--- config.mk ---
export PLATFORM = sky130hd
export DESIGN_NAME = contador_vagas_flat
export DESIGN_NICKNAME = d
export VERILOG_FILES = /design/src/rtl/contador_vagas_if.sv /design/src/rtl/contador_vagas.sv /design/src/flat_wrapper.sv
export SDC_FILE = /design/constraint.sdc
export NUM_CORES = 1
export LEC_CHECK = 0
export CAP_MARGIN = 20
export CORE_MARGIN = 2
export CORE_UTILIZATION = 24
export DETAILED_ROUTE_END_ITERATION = 10
export PLACE_DENSITY = 0.45
export SETUP_SLACK_MARGIN = 0.02
export SYNTH_ARGS = -nofsm -noshare
export SYNTH_HDL_FRONTEND = slang
export SYNTH_SLANG_ARGS = --single-unit
--- constraint.sdc ---
create_clock -name clk -period 5.19 [get_ports clk]
set_input_delay 1.038 -clock clk [delete_from_list [all_inputs] [get_ports clk]]
set_output_delay 1.038 -clock clk [all_outputs]
set_load 0.01 [all_outputs]
--- src/rtl/contador_vagas_if.sv ---
// Sensor inputs and display/status outputs of the free-space counter.
// The counter sits on the slave side; whoever drives the sensors uses master.
interface contador_vagas_if;
    logic       sensor_entrada;
    logic       sensor_saida;
    logic [3:0] vagas_dez;
    logic [3:0] vagas_uni;
    logic       lotado;
    logic       vazio;
    logic       erro;

    modport master (
        output sensor_entrada,
        output sensor_saida,
        input  vagas_dez,
        input  vagas_uni,
        input  lotado,
        input  vazio,
        input  erro
    );

    modport slave (
        input  sensor_entrada,
        input  sensor_saida,
        output vagas_dez,
        output vagas_uni,
        output lotado,
        output vazio,
        output erro
    );
endinterface

--- src/rtl/contador_vagas.sv ---
// Parking free-space counter: synchronises and debounces the entry/exit sensors
// and keeps a two-digit BCD free count with full/empty flags and a reject pulse.
module contador_vagas #(
    parameter int unsigned TOTAL_VAGAS     = 12,
    parameter int unsigned DEBOUNCE_CYCLES = 4
) (
    input  logic             clk,
    input  logic             rst_n,
    contador_vagas_if.slave  bus
);

    localparam int unsigned    CntW    = $clog2(DEBOUNCE_CYCLES + 1);
    localparam logic [CntW-1:0] CntMax = CntW'(DEBOUNCE_CYCLES);
    localparam logic [3:0]     TotDez  = 4'(TOTAL_VAGAS / 10);
    localparam logic [3:0]     TotUni  = 4'(TOTAL_VAGAS % 10);

    localparam logic [1:0] Estavel0 = 2'd0;
    localparam logic [1:0] Conta1   = 2'd1;
    localparam logic [1:0] Estavel1 = 2'd2;
    localparam logic [1:0] Conta0   = 2'd3;

    // Channel 0 = entrada, channel 1 = saida.
    logic [1:0]      raw;
    logic [1:0]      meta_q, sync_q;
    logic [1:0]      filt_q, filt_d, filt_prev_q;
    logic [1:0]      st_q [2];
    logic [1:0]      st_d [2];
    logic [CntW-1:0] cnt_q [2];
    logic [CntW-1:0] cnt_d [2];
    logic [1:0]      ev;

    assign raw = {bus.sensor_saida, bus.sensor_entrada};
    assign ev  = filt_q & ~filt_prev_q;

    // cnt holds the number of consecutive stable cycles seen so far, including
    // the one that left the stable state.
    always_comb begin
        for (int c = 0; c < 2; c++) begin
            st_d[c]   = st_q[c];
            cnt_d[c]  = cnt_q[c];
            filt_d[c] = filt_q[c];
            case (st_q[c])
                Estavel0: begin
                    if (sync_q[c]) begin
                        if (CntMax == CntW'(1)) begin
                            st_d[c]   = Estavel1;
                            filt_d[c] = 1'b1;
                        end else begin
                            st_d[c]  = Conta1;
                            cnt_d[c] = CntW'(1);
                        end
                    end
                end
                Conta1: begin
                    if (!sync_q[c]) begin
                        st_d[c] = Estavel0;
                    end else if (cnt_q[c] + CntW'(1) == CntMax) begin
                        st_d[c]   = Estavel1;
                        filt_d[c] = 1'b1;
                    end else begin
                        cnt_d[c] = cnt_q[c] + CntW'(1);
                    end
                end
                Estavel1: begin
                    if (!sync_q[c]) begin
                        if (CntMax == CntW'(1)) begin
                            st_d[c]   = Estavel0;
                            filt_d[c] = 1'b0;
                        end else begin
                            st_d[c]  = Conta0;
                            cnt_d[c] = CntW'(1);
                        end
                    end
                end
                Conta0: begin
                    if (sync_q[c]) begin
                        st_d[c] = Estavel1;
                    end else if (cnt_q[c] + CntW'(1) == CntMax) begin
                        st_d[c]   = Estavel0;
                        filt_d[c] = 1'b0;
                    end else begin
                        cnt_d[c] = cnt_q[c] + CntW'(1);
                    end
                end
                default: st_d[c] = Estavel0;
            endcase
        end
    end

    logic [3:0] dez_q, dez_d, uni_q, uni_d;
    logic       lotado_q, lotado_d, vazio_q, vazio_d, erro_q, erro_d;

    // Simultaneous entry and exit cancel out, even at the limits.
    always_comb begin
        dez_d  = dez_q;
        uni_d  = uni_q;
        erro_d = 1'b0;
        if (ev[0] && !ev[1]) begin
            if (lotado_q) begin
                erro_d = 1'b1;
            end else if (uni_q == 4'd0) begin
                uni_d = 4'd9;
                dez_d = dez_q - 4'd1;
            end else begin
                uni_d = uni_q - 4'd1;
            end
        end else if (ev[1] && !ev[0]) begin
            if (vazio_q) begin
                erro_d = 1'b1;
            end else if (uni_q == 4'd9) begin
                uni_d = 4'd0;
                dez_d = dez_q + 4'd1;
            end else begin
                uni_d = uni_q + 4'd1;
            end
        end
        lotado_d = (dez_d == 4'd0) && (uni_d == 4'd0);
        vazio_d  = (dez_d == TotDez) && (uni_d == TotUni);
    end

    always_ff @(posedge clk or negedge rst_n) begin
        if (!rst_n) begin
            meta_q      <= '0;
            sync_q      <= '0;
            filt_q      <= '0;
            filt_prev_q <= '0;
            for (int c = 0; c < 2; c++) begin
                st_q[c]  <= Estavel0;
                cnt_q[c] <= '0;
            end
            dez_q    <= TotDez;
            uni_q    <= TotUni;
            lotado_q <= 1'b0;
            vazio_q  <= 1'b1;
            erro_q   <= 1'b0;
        end else begin
            meta_q      <= raw;
            sync_q      <= meta_q;
            filt_q      <= filt_d;
            filt_prev_q <= filt_q;
            for (int c = 0; c < 2; c++) begin
                st_q[c]  <= st_d[c];
                cnt_q[c] <= cnt_d[c];
            end
            dez_q    <= dez_d;
            uni_q    <= uni_d;
            lotado_q <= lotado_d;
            vazio_q  <= vazio_d;
            erro_q   <= erro_d;
        end
    end

    assign bus.vagas_dez = dez_q;
    assign bus.vagas_uni = uni_q;
    assign bus.lotado    = lotado_q;
    assign bus.vazio     = vazio_q;
    assign bus.erro      = erro_q;

endmodule

--- src/flat_wrapper.sv ---
// flat-port wrapper written by rule: the top's interface ports become plain ports
module contador_vagas_flat 
#(
    parameter int unsigned TOTAL_VAGAS     = 12,
    parameter int unsigned DEBOUNCE_CYCLES = 4
)
  (clk, rst_n, bus_sensor_entrada, bus_sensor_saida, bus_vagas_dez, bus_vagas_uni, bus_lotado, bus_vazio, bus_erro);
  contador_vagas_if bus_i ();
  input  logic clk;
  input  logic rst_n;
  input wire logic [$bits(bus_i.sensor_entrada)-1:0] bus_sensor_entrada;
  input wire logic [$bits(bus_i.sensor_saida)-1:0] bus_sensor_saida;
  output wire logic [$bits(bus_i.vagas_dez)-1:0] bus_vagas_dez;
  output wire logic [$bits(bus_i.vagas_uni)-1:0] bus_vagas_uni;
  output wire logic [$bits(bus_i.lotado)-1:0] bus_lotado;
  output wire logic [$bits(bus_i.vazio)-1:0] bus_vazio;
  output wire logic [$bits(bus_i.erro)-1:0] bus_erro;
  assign bus_i.sensor_entrada = bus_sensor_entrada;
  assign bus_i.sensor_saida = bus_sensor_saida;
  assign bus_vagas_dez = bus_i.vagas_dez;
  assign bus_vagas_uni = bus_i.vagas_uni;
  assign bus_lotado = bus_i.lotado;
  assign bus_vazio = bus_i.vazio;
  assign bus_erro = bus_i.erro;
  contador_vagas #(.TOTAL_VAGAS(TOTAL_VAGAS), .DEBOUNCE_CYCLES(DEBOUNCE_CYCLES)) u_core (.clk(clk), .rst_n(rst_n), .bus(bus_i));
endmodule
==> out/qor.yml <==
timing.final.crit_share_pct: 49.4
area_growth_pct: 22.5
synth-seq-cells: 29
routed_wl_um: 2810
min_from: "u_core.meta_q[0]$_DFF_PN0_"
drc: 0
crit_chain: "clkdlybuf4s50_1"
cts_tree: "done"
path_delay_family: "flip-flops"
maxCapViolCount: 0
max_stage_delay_ns: 0.62
fin_tns_setup_ns: 0
cp_num_buf_inv: 1
via_per_inst: 4.58
synth.most_common_cell: "dfrtp_1"
syn-num-nets: 157
final-max-slew-violation-count: 0
cts_resized: 0
hold_buffers: 0
grt_max_degree: 30
reg2regPathDepth: 6
netlist_area_um2: 1510
portBuffers: 14
initial_core_util_pct: 25.2
p_per_area_nw_per_um2: 490
cp_slowest_cell: "dfrtp_1"
cts_buffer_depth: 2
cts.htree.levels: 2
min_path_type: "register to register"
grt_pass1_vias: 1167
dpl.hpwl_um: 2100
die_h_um: 83.3
grt_overflow: 0
path_clk_slew_ns: 0.07
grt_antenna_before_repair: 0
place.gp.congestion: 0.759
critical_path_required_ns: 4.15
insertion_delay_ns: 0.28
seq_area_frac_synth_pct: 48.3
cp.arrival_ns: 1.52
hold_path_end: "u_core.sync_q[0]$_DFF_PN0_"
synth_cell_types: 41
final_nets: 176
pin_count: 15
reg2reg_slack_ns: 3.11
routed-via-count: 1109
crit_path_max_fanout: 13
dr.pass1.iters: 4
worst-slew-pin-transition_ns: 0.455
core_area_um2: 5990
rsz0062_at_grt: "false"
rows: 28
wl_per_cell_um: 11.6
synth_warnings: 0
post_cts.repair.setup_buffers: 0
period_needed_ns: 2.56
vdd_drop_max_uv: 166
fill_cells: 615
synth_top_area_share_pct: 43.1
die_area_um2: 6940
max_freq_mhz: 390
cts_sinks: 29
p_leak_uw: 0.000771
hold_viol_final: 0
reg2reg_from: "u_core.bus.vagas_uni[0]$_DFF_PN0_"
antenna_left: 0
grt_use_total_pct: 9.17
yosys-top-cells-area: "dfrtp_1, dfstp_2, ha_1, nand3_1, xnor2_1"
ys.flop_type: "dfrtp_1"
grt_pass1_wl_um: 5240
synthTopCellsByCount: "dfrtp_1, nand2_1, inv_1, nand3_1, nor2_1"
relSlewSlack_pct: 69.7
insertedDiodeCount: 0
hold_slack_ns: 0.348
die_x_um: 83.3
avgSynthCellArea_um2: 10.3
crit_type: "register to output port"
final.setup_skew_ns: 0.00653
ys_async_sr_fraction_pct: 100
min_path_cells: 0
setup_viol: 0
status: "finished clean"
cts_buffers: 5
cp-end-kind: "output port"
crit_path_start_kind: "register"
root_buffer: "clkbuf_8"
synth_top_area_cell: "dfrtp_1"
layout-drive-gt1-share_pct: 13.2
drt_iter0_drc: 116
syn_inst: 147
r2r_end: "u_core.bus.vazio$_DFF_PN1_"
synth_edf_count: 0
worst reg2reg max path, stage by stage (launching register included):
cell      delay, ns
dfrtp_1        0.55
nor2b_2        0.24
nand4_2        0.14
a221oi_1       0.39
xor2_1         0.16
nor4_2         0.34
nor3b_2        0.20
routing by layer:
layer | vias up | track usage (%) | wire length [um]
li1 | 558 | - | -
met1 | 521 | 11.3 | 1320
met2 | 24 | 14.7 | 1300
met3 | 6 | 2.98 | 136
met4 | 0 | 3.73 | 51
met5 | - | 0 | 0
cells by family after synthesis:
family                   Yosys count  synth area share (%)
AND/OR/NAND/NOR                   56                  21.9
AO/OA/AOI/OAI                     32                  13.7
flip-flops                        29                  48.3
buffers and inverters             12                  3.65
XOR/XNOR                           7                  4.06
adder cells (fa/ha/maj)            6                  4.97
multiplexers                       5                  3.48
worst max-delay path by stage:
stage          depth (start not counted)                          to  slack (ns)                               from
5_1_grt                                1            bus_vagas_uni[3]        2.55  u_core.bus.vagas_uni[3]$_DFF_PN0_
6_report                               1            bus_vagas_uni[3]        2.63  u_core.bus.vagas_uni[3]$_DFF_PN0_
2_1_floorplan                          7  u_core.bus.vazio$_DFF_PN1_        3.37  u_core.bus.vagas_uni[0]$_DFF_PN0_
3_3_place_gp                           1            bus_vagas_uni[3]        2.93  u_core.bus.vagas_uni[3]$_DFF_PN0_
3_5_place_dp                           1            bus_vagas_uni[3]        2.92  u_core.bus.vagas_uni[3]$_DFF_PN0_
4_1_cts                                1            bus_vagas_uni[3]        2.61  u_core.bus.vagas_uni[3]$_DFF_PN0_
state kept, by name, indices dropped and copies added (netlist names), 2 cells and up, named ones only:
signal	cells
u_core.bus.vagas_dez	4
u_core.bus.vagas_uni	4
u_core.cnt_q	6
u_core.filt_prev_q	2
u_core.filt_q	2
u_core.meta_q	2
u_core.st_q	2
u_core.sync_q	2
metrics by stage:
step | worst slack, ns | cell area (um2) | util (%) | std cells | total power [uW]
2_1_floorplan | 3.37 | 1510 | - | 147 | 573
3_3_place_gp | 2.93 | 1730 | 28.9 | 234 | 661
4_1_cts | 2.61 | 1850 | 30.9 | 242 | 924
5_1_grt | 2.55 | 1850 | 30.9 | 242 | 987
6_report | 2.63 | 1850 | 30.9 | 242 | 908
3_5_place_dp | 2.92 | 1730 | 28.9 | 234 | 675
layout make-up:
type | instances | area, um2 | share of cell area, %
sequential | 29 | 729 | 39.4
timing repair buffer | 15 | 148 | 7.98
tap | 75 | 93.8 | 5.07
clock buffer | 6 | 82.6 | 4.46
clock inverter | 2 | 37.5 | 2.03
multi-input combinational | 106 | 726 | 39.2
inverter | 9 | 33.8 | 1.83
power breakdown:
| part | internal (uW) | total (uW) | switching [uW] |
|---|---|---|---|
| sequential | 294 | 375 | 80.3 |
| clock | 156 | 242 | 86.3 |
| combinational | 145 | 291 | 146 |
cells in the final DEF, fill, tap and decap left out, types with 2 or more instances in the layout:
cell             instances
nand2_1                 10
a22o_1                   3
o21a_1                   3
dfrtp_1                 26
nand2b_1                 6
xor2_1                   2
o31ai_1                  2
clkdlybuf4s50_1         14
nor2_1                   9
nor4_1                   2
xnor2_1                  5
mux2i_1                  3
clkbuf_8                 6
and3_1                   4
a21oi_1                  8
inv_1                    9
mux2_2                   2
ha_1                     6
nand3_1                  9
nor3_1                   5
o21ai_0                  8
dfstp_2                  3
(Power assumes the default switching activity.)
